--- config.mk ---
export PLATFORM = sky130hd
export DESIGN_NAME = mac_row_ctrl
export DESIGN_NICKNAME = d
export VERILOG_FILES = /design/src/rtl/mac_row_ctrl.sv
export SDC_FILE = /design/constraint.sdc
export NUM_CORES = 1
export LEC_CHECK = 0
export ABC_AREA = 1
export BUFFER_PORTS_ARGS = -buffer_cell sky130_fd_sc_hd__buf_4
export CAP_MARGIN = 30
export CELL_PAD_IN_SITES_DETAIL_PLACEMENT = 0
export CELL_PAD_IN_SITES_GLOBAL_PLACEMENT = 1
export CORE_MARGIN = 1
export CORE_UTILIZATION = 35
export CTS_BUF_LIST = sky130_fd_sc_hd__clkbuf_8
export DETAILED_ROUTE_END_ITERATION = 6
export MAX_ROUTING_LAYER = met4
export PLACE_DENSITY = 0.75
export SLEW_MARGIN = 20
export SYNTH_ARGS = -nofsm -noshare
export SYNTH_HDL_FRONTEND = slang
export SYNTH_SLANG_ARGS = --single-unit
export TNS_END_PERCENT = 50
--- constraint.sdc ---
create_clock -name clk -period 2.71 [get_ports clk]
set_input_delay 0.1355 -clock clk [delete_from_list [all_inputs] [get_ports clk]]
set_output_delay 0.1355 -clock clk [all_outputs]
set_load 0.05 [all_outputs]
--- src/rtl/mac_row_ctrl.sv ---
// mac_row_ctrl: sequencer for one mac_row. Loads weights over a valid/ready
// stream as weight-load instructions, streams activations as execute
// instructions, flushes the row with zero activations and pulses done.
// Optional feature: define MAC_ROW_CTRL_STATS_EN to add the stall_cnt port.
module mac_row_ctrl #(
    parameter int bw     = 2,
    parameter int col    = 4,
    parameter int len_bw = 8
) (
    input  logic              clk,
    input  logic              reset,
    input  logic              start,
    input  logic              mode,
    input  logic [len_bw-1:0] act_len,
    input  logic [2*bw-1:0]   w_data,
    input  logic              w_valid,
    output logic              w_ready,
    input  logic [2*bw-1:0]   a_data,
    input  logic              a_valid,
    output logic              a_ready,
    output logic [bw-1:0]     in_w0,
    output logic [bw-1:0]     in_w1,
    output logic [2:0]        inst_w,
    output logic              busy,
    output logic              done
`ifdef MAC_ROW_CTRL_STATS_EN
    ,
    output logic [15:0]       stall_cnt
`endif
);

    localparam int                DCW      = $clog2(col) + 1;
    localparam logic [len_bw-1:0] W_TGT_M0 = len_bw'(2 * col);
    localparam logic [len_bw-1:0] W_TGT_M1 = len_bw'(col);
    localparam logic [len_bw-1:0] ONE      = len_bw'(1);
    localparam logic [DCW-1:0]    D_LAST   = DCW'(col - 1);

    typedef enum logic [2:0] {IDLE, LOAD, EXEC, DRAIN, DONE} state_t;

    state_t              state, state_nxt;
    logic                mode_r;
    logic [len_bw-1:0]   len_r;
    logic [len_bw-1:0]   w_cnt;
    logic [len_bw-1:0]   a_cnt;
    logic [DCW-1:0]      d_cnt;
    logic [len_bw-1:0]   w_tgt;
    logic                beat_acc;
    logic [2:0]          inst_p0;
    logic [2*bw-1:0]     row_p0;

`ifdef MAC_ROW_CTRL_STATS_EN
    function automatic logic [15:0] sat_inc16(input logic [15:0] v);
        return (v == 16'hFFFF) ? v : v + 16'd1;
    endfunction
`endif

    // 4-bit weights use one beat per column, 2-bit weights need two
    assign w_tgt = mode_r ? W_TGT_M1 : W_TGT_M0;

    // State register
    always_ff @(posedge clk) begin
        if (!reset) state <= IDLE;
        else        state <= state_nxt;
    end

    // Next state, stream readiness and the instruction/data for the next cycle
    always_comb begin
        state_nxt = state;
        w_ready   = 1'b0;
        a_ready   = 1'b0;
        beat_acc  = 1'b0;
        inst_p0   = 3'b000;
        row_p0    = '0;
        case (state)
            IDLE: begin
                if (start) state_nxt = LOAD;
            end
            LOAD: begin
                w_ready = 1'b1;
                inst_p0 = {mode_r, 2'b00};
                if (w_valid) begin
                    beat_acc = 1'b1;
                    inst_p0  = {mode_r, 2'b01};
                    row_p0   = w_data;
                    if (w_cnt + ONE == w_tgt)
                        state_nxt = (len_r == '0) ? DRAIN : EXEC;
                end
            end
            EXEC: begin
                a_ready = 1'b1;
                inst_p0 = {mode_r, 2'b00};
                if (a_valid) begin
                    beat_acc = 1'b1;
                    inst_p0  = {mode_r, 2'b10};
                    row_p0   = a_data;
                    if (a_cnt + ONE == len_r) state_nxt = DRAIN;
                end
            end
            DRAIN: begin
                // zero activations push the remaining partial sums out
                inst_p0 = {mode_r, 2'b10};
                if (d_cnt == D_LAST) state_nxt = DONE;
            end
            DONE: begin
                inst_p0   = {mode_r, 2'b00};
                state_nxt = IDLE;
            end
            default: state_nxt = IDLE;
        endcase
    end

    // Job parameters and beat counters
    always_ff @(posedge clk) begin
        if (!reset) begin
            mode_r <= 1'b0;
            len_r  <= '0;
            w_cnt  <= '0;
            a_cnt  <= '0;
            d_cnt  <= '0;
        end else if (state == IDLE && start) begin
            mode_r <= mode;
            len_r  <= act_len;
            w_cnt  <= '0;
            a_cnt  <= '0;
            d_cnt  <= '0;
        end else begin
            if (state == LOAD && w_valid) w_cnt <= w_cnt + ONE;
            if (state == EXEC && a_valid) a_cnt <= a_cnt + ONE;
            if (state == DRAIN)           d_cnt <= d_cnt + 1'b1;
        end
    end

    // Registered row drive and status; busy/done track the state being entered
    always_ff @(posedge clk) begin
        if (!reset) begin
            inst_w <= 3'b000;
            in_w0  <= '0;
            in_w1  <= '0;
            busy   <= 1'b0;
            done   <= 1'b0;
        end else begin
            inst_w <= inst_p0;
            in_w0  <= row_p0[bw-1:0];
            in_w1  <= row_p0[2*bw-1:bw];
            busy   <= (state_nxt != IDLE);
            done   <= (state_nxt == DONE);
        end
    end

`ifdef MAC_ROW_CTRL_STATS_EN
    // Cycles spent waiting for a beat while a stream is open
    always_ff @(posedge clk) begin
        if (!reset)
            stall_cnt <= 16'd0;
        else if (state == IDLE && start)
            stall_cnt <= 16'd0;
        else if ((state == LOAD || state == EXEC) && !beat_acc)
            stall_cnt <= sat_inc16(stall_cnt);
    end
`endif

endmodule

# [Yosys cells after proc, flatten, opt, wreduce, memory -nomap -nowiden]
# Cells that the tools add are included.
[classes] addsub=3 eq_ne=8 n_mux=17 n_bitwise=1 n_reduce_logical=7
[op_table] cell="one-hot mux 3 bit (4 select lines)" n=2
[op_table] cell="2-to-1 mux 3 bit" n=6
[op_table] cell="adder 8 x 1 -> 8 bit, second input constant" n=2
[op_table] cell="2-to-1 mux 4 bit" n=3
[op_table] cell="== test 3 x 2 -> 1 bit, second input constant" n=3
[op_table] cell="== test 8 x 4 -> 1 bit" n=1
[op_table] cell="== test 8 bit" n=1
[op_table] cell="logical NOT 8 bit" n=1
[op_table] cell="one-hot mux 4 bit (2 select lines)" n=1
[op_table] cell="== test 3 bit, second input constant" n=2
[op_table] cell="2-to-1 mux 1 bit" n=4
[op_table] cell="adder 3 x 1 -> 3 bit, second input constant" n=1
[op_table] cell="== test 3 x 1 -> 1 bit, second input constant" n=1
[op_table] cell="logical AND 1 bit" n=3
[op_table] cell="logical NOT 3 bit" n=1
[op_table] cell="nonzero test 3 bit" n=1
[op_table] cell="2-to-1 mux 2 bit" n=1
[op_table] cell="OR reduction 2 bit" n=1
[op_table] cell="inverter 1 bit" n=1
[totals] regBits=40 output_inout_bits=11 word_cells=47

# [Longest topological paths before layout]
# Gate-level depths: netlist of run 1.
[depth] word_depth=6 depth_mapped=13 mapped_depth_nobuf=13

# [Least setup slack after synthesis of run 1]
# Ideal clock, no wire load.
[synth_timing] path_kind="flip-flop to flip-flop" start="reg w_cnt[1]" end="reg busy" setup_ns=0.113 t_arrival_ns=1.386 required_ns=2.597 slack_ns=1.211 path_stages_with_launch=13 path_buffers=0 synth_period_minus_slack_ns=1.499 cell_sequence="dfxtp_1 -> ha_1 -> nand3_2 -> nand2_1 -> nand2_1 -> nor2_1 -> nand2_1 -> nor2_1 -> nand3_1 -> nand2_1 -> nand3_2 -> nand3_2 -> nand2_1"
[synth_via] elab_chain_len=6
[synth_lines] item="start, declared" line="43" source="logic [len_bw-1:0] w_cnt;"
[synth_lines] item="start signal, assigned" line="127" source="if (state == LOAD && w_valid) w_cnt <= w_cnt + ONE;"
[synth_lines] item="adder 8 x 1 -> 8 bit" line="85" source="if (w_cnt + ONE == w_tgt)"
[synth_lines] item="== test 8 x 4 -> 1 bit" line="85"
[synth_lines] item="2-to-1 mux 3 bit" line="85"
[synth_lines] item="2-to-1 mux 3 bit" line="81" source="if (w_valid) begin"
[synth_lines] item="one-hot mux 3 bit (4 select lines)" line="74" source="case (state)"
[synth_lines] item="nonzero test 3 bit" line="145" source="busy <= (state_nxt != IDLE);"
[synth_lines] item="end signal, assigned" line="145"
[synth_lines] item="end, declared" line="24" source="output logic busy,"
# No other way between the ends.
# A chain may end at the register's enable or synchronous reset.

# [Worst setup path in the final report of run 1]
# Ends and elaborated chain as after synthesis.

==> out/qor.yml, run 1 <==
route:
  drc: 0
  vias_per_cell: 4.642
  vias: 1866
  drt_iter0_drc: 148
  detail-route-antenna-nets: 0
  wl_mm: 4.506
  routedWlPerCell_um: 11.21
  firstDrtPassIters: 4
floorplanning:
  die_y_um: 78.38
  core-area_sq_um: 5574
  rows: 27
  die-area_sq_um: 6143
  start_util_pct: 36.63
  ioPinCount: 33
  fp.dieW_um: 78.38
grt:
  antenna_found_initial: 0
  grtUsageTotal_pct: 16.66
  grt_start_max_net_pins: 20
  grt_overflow: 0
  grt_pass1_wl_mm: 7.679
  grt_pass1_vias: 1667
cells_and_area:
  fill_cells: 609
  nets: 356
  mostFrequentLayoutCell: "nand2_1"
  layout_common_cells: "nand2_1 (67), inv_1 (44), dfxtp_1 (40)"
  multi_input_area_sq_um: 1033
  antenna_cells: 0
  drive_above_1_share_pct: 18.18
  regArea_sq_um: 800.8
  syn_to_final_growth_pct: 20.83
  fin_cells: 402
clock_network:
  cts.sinks: 40
  ctsResizeCount: 0
  cts_hold_buf: 0
  cts_buffers: 5
  path_clk_slew_ns: 0.08
  cts_tree: "yes"
  htree_levels: 2
  cts-root-buf: "clkbuf_8"
  post-cts-setup-buffers: 0
  ctsLongestPathBuffers: 2
  insertion_delay_ns: 0.29
logic_synthesis:
  synth.yosys.seq_area_share_pct: 39.22
  yosys.area.top_type: "dfxtp_1"
  syn_area_per_cell_sq_um: 6.899
  synth_adder_area_share_pct: 3.064
  synth_top_family_by_area: "simple AND/OR/NAND/NOR gates"
  synth_compound_area_share_pct: 15.32
  yosysWarnings: 0
  synth_xor_area_share_pct: 0.4289
  synth_nets: 323
  synth.area.top_cells: "dfxtp_1 (39%), nand2_1 (12%), inv_1 (8.1%)"
  muxShareOfSynthArea_pct: 0
  syn_inst: 296
  syn_area_sq_um: 2042
  ys_seq_elements: 40
  synth.top_cell.area_share_pct: 39.22
  synth-simple-area-share_pct: 31.80
  yosysUniqueCellTypes: 29
setup_path:
  critPathKind: "register to register"
  cp.depth: 12
  slowest_delay_ns: 0.45
  critPathRequiredTime_ns: 2.90
  r2r_cells: 12
  worst-endpoint-arrival_ns: 1.94
  crit_slowest_cell: "dfxtp_1"
  critPathMostFrequentCell: "nand2_1"
  reg2reg_setup_slack_ns: 0.96
  path_max_fanout: 6
  cp.buffers_inverters: 0
  crit_family: "simple AND/OR/NAND/NOR gates"
  cp-start-kind: "register"
  cp_cell_sequence: "ha_1, nand3_2, nand2_1, nand2_1, nor2_1, nand2_1, nor2_1, nand3_1, nand2_1, nand3_2, nand3_2, nand2_1"
  worstSetupEndpointType: "register"
timing:
  relSlewSlack_pct: 66.37
  slew_violations: 0
  hold_viol: 0
  worst_pin_slew_ns: 0.5039
  finClkSkew_ns: 0.01052
  finalSetupViolCount: 0
  clock.fmax_ghz: 0.5722
  min_period_ns: 1.748
  fin_crit_sh_pct: 64.49
  fin_setup_tns_ns: 0
  rsz0062_at_grt: "no"
min_path:
  min_path_type: "input pin to register"
  holdPathStages: 3
flow_run:
  max_cap_viol_count: 0
place:
  numPortBuffers: 32
  gp_congestion: 0.8197
  dp_hpwl_mm: 3.420
  place_inst: 394
pwr:
  p_leak_nw: 1.127
  irDropWorstVdd_uv: 308.5
  power.density_nw_per_um2: 529.0
outcome:
  outcome: "completed"
## kinds of logic after synthesis
| group | count (synthesis) |
|---|---|
| and+or+nand+nor | 140 |
| AOI/OAI and AO/OA | 57 |
| buffers and inverters | 53 |
| DFF | 40 |
| adders and majority gates | 5 |
| xor gates and xnor gates | 1 |
## metrics by stage
| step | hold slack (ns) | instance area (sq um) | setup WS (ns) | util (%) | total power, mW |
|---|---|---|---|---|---|
| 2_1_floorplan | 0.2838 | 2042 | 1.211 | - | 0.7308 |
| 3_3_place_gp | 0.3786 | 2341 | 0.9375 | 42.00 | 0.7834 |
| 3_5_place_dp | 0.3860 | 2341 | 0.9531 | 42.00 | 0.7845 |
| 4_1_cts | 0.07698 | 2467 | 0.9446 | 44.26 | 1.322 |
| 5_1_grt | 0.09733 | 2467 | 0.7449 | 44.26 | 1.367 |
| 6_report | 0.08145 | 2467 | 0.9624 | 44.26 | 1.305 |
## synth_stat cells, drive strengths merged
library cell   n
nand2         71
inv           47
dfxtp         40
nor2          35
a21oi         26
nand3         24
o21ai         21
nand4          6
buf            5
ha             5
a22oi          4
a211oi         2
nor3           2
o21bai         2
a31oi          1
clkbuf         1
nor4           1
o211ai         1
or2            1
xor2           1
## where the power goes
group / internal [mW] / switching (mW) / leakage [nW]
clock network: 0.325 / 0.210 / 0.0645
registers: 0.609 / 0.0148 / 0.326
logic: 0.0549 / 0.0912 / 0.737
total: 0.989 / 0.316 / 1.13
## worst register-to-register path, delay by kind of cell (launching register included)
kind	cells	cell delay, ns
adder cells (fa/ha/maj)	1	0.28
flip-flops	1	0.45
AND/OR/NAND/NOR	11	0.93
## cell type report
class                      instances  share of cell area [%]
inverter                          47                   7.150
tap                               72                   3.651
sequential                        40                   32.45
timing repair buffer              32                   9.736
clock buffer                       7                   3.905
clock inverter                     1                   1.217
multi-input combinational        203                   41.89
## flip-flops by register name, summed over array words and instances, names as in the netlist
| register | flops |
|---|---|
| in_w0 | 2 |
| state | 3 |
| in_w1 | 2 |
| mode_r | 1 |
| inst_w | 3 |
| done | 1 |
| len_r | 8 |
| d_cnt | 3 |
| w_cnt | 8 |
| busy | 1 |
| a_cnt | 8 |
## path summary, 6_finish.rpt
kind / startpoint / to
max: w_cnt[1] / busy
min: a_data[3] / in_w1[1]
max reg2reg: w_cnt[1] / busy
min reg2reg: d_cnt[2] / d_cnt[2]
## layer usage
layer	global-route usage, %	vias to the layer above	wire length (um)
li1	-	1017	-
met1	22.32	807	2416
met2	24.82	40	1882
met3	4.302	2	177
met4	4.444	0	29
met5	-	-	0
Note: power is estimated with default switching activity, not from simulation.
==> run 2: changes to the inputs <==
==> constraint.sdc (replaced) <==
create_clock -name clk -period 1.7 [get_ports clk]
set_input_delay 0.085 -clock clk [delete_from_list [all_inputs] [get_ports clk]]
set_output_delay 0.085 -clock clk [all_outputs]
set_load 0.05 [all_outputs]
==> run 2 against run 1 <==
Compared with the run above: maximum frequency up 12%; routed wire length up 4.5%; via count is 2.4% higher; sequential share of layout area is 0.70 points lower; global-route usage is 0.11 points higher; flip-flop and latch count did not move; non-clock buffer count increased by 6.
==> out/qor.yml, run 2 (synthesis gave the netlist of run 1 again) <==
pwr:
  p_clk_share_pct: 39.1  # -1.9 points
  p_total_mw: 2.024  # +55%
  pwr-share-seq_pct: 49.0  # +1.2 points
  p_leak_nw: 1.143  # +1.5%
  switchingPower_mw: 0.5263  # +67%
  p_comb_share_pct: 11.9  # +0.7 points
  sw_frac_of_total_pct: 26.00  # +1.8 points
  power.density_nw_per_um2: 797.8  # +51%
  internal_power_mw: 1.498  # +51%
  irDropWorstVdd_uv: 423.5  # +37%
route:
  routedWlPerCell_um: 11.54  # +2.9%
  firstDrtPassIters: 4  # unchanged
  drt_iter0_drc: 105  # -29%
  drc: 0  # unchanged
  wl_mm: 4.707  # +4.5%
  vias: 1911  # +2.4%
  vias_per_cell: 4.684  # +0.91%
  detail-route-antenna-nets: 0  # unchanged
clock_network:
  cts_hold_buf: 0  # unchanged
  cts_tree: "yes"
  cts-root-buf: "clkbuf_8"
  ctsLongestPathBuffers: 2  # unchanged
  htree_levels: 2  # unchanged
  cts.sinks: 40  # unchanged
  path_clk_slew_ns: 0.08  # about the same
  cts_buffers: 5  # unchanged
  insertion_delay_ns: 0.29  # about the same
setup_path:
  critPathMostFrequentCell: "nand2_1"
  slowest_delay_ns: 0.40  # -0.05 ns
  cp-startpoint: "w_cnt[1]"
  worst-endpoint-arrival_ns: 1.76  # -0.18 ns
  reg2reg_to: "busy"
  cp-start-kind: "register"
  cp.buffers_inverters: 0  # unchanged
  crit_family: "simple AND/OR/NAND/NOR gates"
  critPathKind: "register to register"
  cp_cell_sequence: "ha_4, nand3_2, nand2_1, nand2_1, nor2_1, nand2_1, nor2_2, nand3_1, nand2_1, nand3_2, nand3_2, nand2_1"
  reg2reg_setup_slack_ns: 0.13  # -0.83 ns
  critPathRequiredTime_ns: 1.90  # -1.00 ns
  worstSetupEndpointType: "register"
  r2r_cells: 12  # unchanged
  crit_path_end: "busy"
  timing.rr.start: "w_cnt[1]"
  crit_slowest_cell: "dfxtp_1"
  cp.depth: 12  # unchanged
  path_max_fanout: 4  # -2
grt:
  grt_pass1_vias: 1726  # +3.5%
  grt_start_max_net_pins: 19  # -5.0%
  grtUsageTotal_pct: 16.76  # +0.11 points
  grt_pass1_wl_mm: 7.838  # +2.1%
  antenna_found_initial: 0  # unchanged
  grt_overflow: 0  # unchanged
cells_and_area:
  regArea_sq_um: 805.8  # +0.63%
  fin_cells: 408  # +1.5%
  multi_input_area_sq_um: 1069  # +3.4%
  nets: 362  # +1.7%
  drive_above_1_share_pct: 22.02  # +3.8 points
  largest_registers: "a_cnt x8, len_r x8, w_cnt x8"
  syn_to_final_growth_pct: 24.26
  layout_common_cells: "nand2_1 (66), inv_1 (44), dfxtp_1 (38), buf_4 (38)"
  mostFrequentLayoutCell: "nand2_1"
  fill_cells: 589  # -3.3%
  antenna_cells: 0  # unchanged
timing:
  relSlewSlack_pct: 77.38  # +11 points
  finalSetupViolCount: 0  # unchanged
  hold_viol: 0  # unchanged
  min_period_ns: 1.566  # -0.1812 ns
  finClkSkew_ns: 0.005314  # -0.005211 ns
  clock.fmax_ghz: 0.6384  # +12%
  fin_crit_sh_pct: 92.14  # +28 points
  rsz0062_at_grt: "no"
  worst_pin_slew_ns: 0.3389  # -0.1651 ns
  slew_violations: 0  # unchanged
  fin_setup_tns_ns: 0  # unchanged
  hold_ws_ns: 0.02200  # -0.05946 ns
floorplanning:
  rows: 27  # unchanged
  ioPinCount: 33  # unchanged
  die-area_sq_um: 6143  # unchanged
  fp.dieW_um: 78.38  # unchanged
  start_util_pct: 36.63  # unchanged
  die_y_um: 78.38  # unchanged
  core-area_sq_um: 5574  # unchanged
outcome:
  outcome: "completed"
place:
  gp_congestion: 0.8387  # +2.3%
  numPortBuffers: 32  # unchanged
  dp_hpwl_mm: 3.511  # +2.7%
  place_inst: 400  # +1.5%
flow_run:
  max_cap_viol_count: 0  # unchanged
min_path:
  holdPathStages: 3  # unchanged
  min_path_type: "input pin to register"
==> run 2: changes by cell type in the layout (fill, tap and decap cells not counted), sizes merged <==
cell      before  now
buf           32   38
clkbuf         7    5
clkinv         0    1
clkinvlp       0    1
==> run 2: repair_timing <==
| item | CTS | global route |
|---|---|---|
| endpoints found under the setup margin | 0 | 2 |
| endpoints found under the hold margin | 0 | 0 |
| setup buffers | 0 | 0 |
| gates resized for setup | 0 | 11 |
==> run 2: power by group through the flow <==
stage,clock (mW),sequential [mW],combinational (mW)
finish,0.791,0.993,0.241
detailed placement,0,1.02,0.241
CTS,0.810,0.993,0.242
global route,0.845,0.997,0.272
global placement,0,1.02,0.240
floorplan,0,1.03,0.136
==> run 2: how the worst min path moves through the flow <==
| stage | slack (ns) | to | start |
|---|---|---|---|
| floorplan | 0.23 | in_w0[0] | a_data[0] |
| global placement | 0.33 | in_w1[0] | a_data[2] |
| detailed placement | 0.33 | in_w1[1] | a_data[3] |
| CTS | 0.02 | in_w1[1] | a_data[3] |
| global route | 0.05 | in_w1[1] | a_data[3] |
| finish | 0.02 | in_w0[0] | a_data[0] |
==> run 2: layout make-up <==
type	instances	share of cell area, %
inverter	47	6.953
clock buffer	5	2.712
multi-input combinational	203	42.11
clock inverter	3	1.677
timing repair buffer	38	11.24
tap	72	3.550
sequential	40	31.76
==> run 2: routing by layer <==
metal | vias up | share of wire (%) | global-route usage [%]
li1 | 1028 | - | -
met1 | 820 | 53 | 23.12
met3 | 5 | 4.7 | 2.442
met5 | - | 0 | -
met2 | 58 | 41 | 24.56
met4 | 0 | 1.3 | 6.667
==> run 2: worst reg2reg max path: stages (launching register included) <==
cell and delay [ns]:
dfxtp_1 0.40, ha_4 0.18, nand3_2 0.10, nand2_1 0.07, nand2_1 0.07, nor2_1 0.10
nand2_1 0.07, nor2_2 0.13, nand3_1 0.08, nand2_1 0.08, nand3_2 0.08, nand3_2 0.07
nand2_1 0.05
==> run 2: metrics by stage <==
step	util [%]	setup slack, ns	cell area [sq um]
after floorplan	-	0.2012	2042
after global placement	42.81	0.1171	2386
after detailed placement	42.81	0.06973	2386
after CTS	44.80	0.06858	2497
after global routing	45.52	0.006436	2537
final	45.52	0.1336	2537
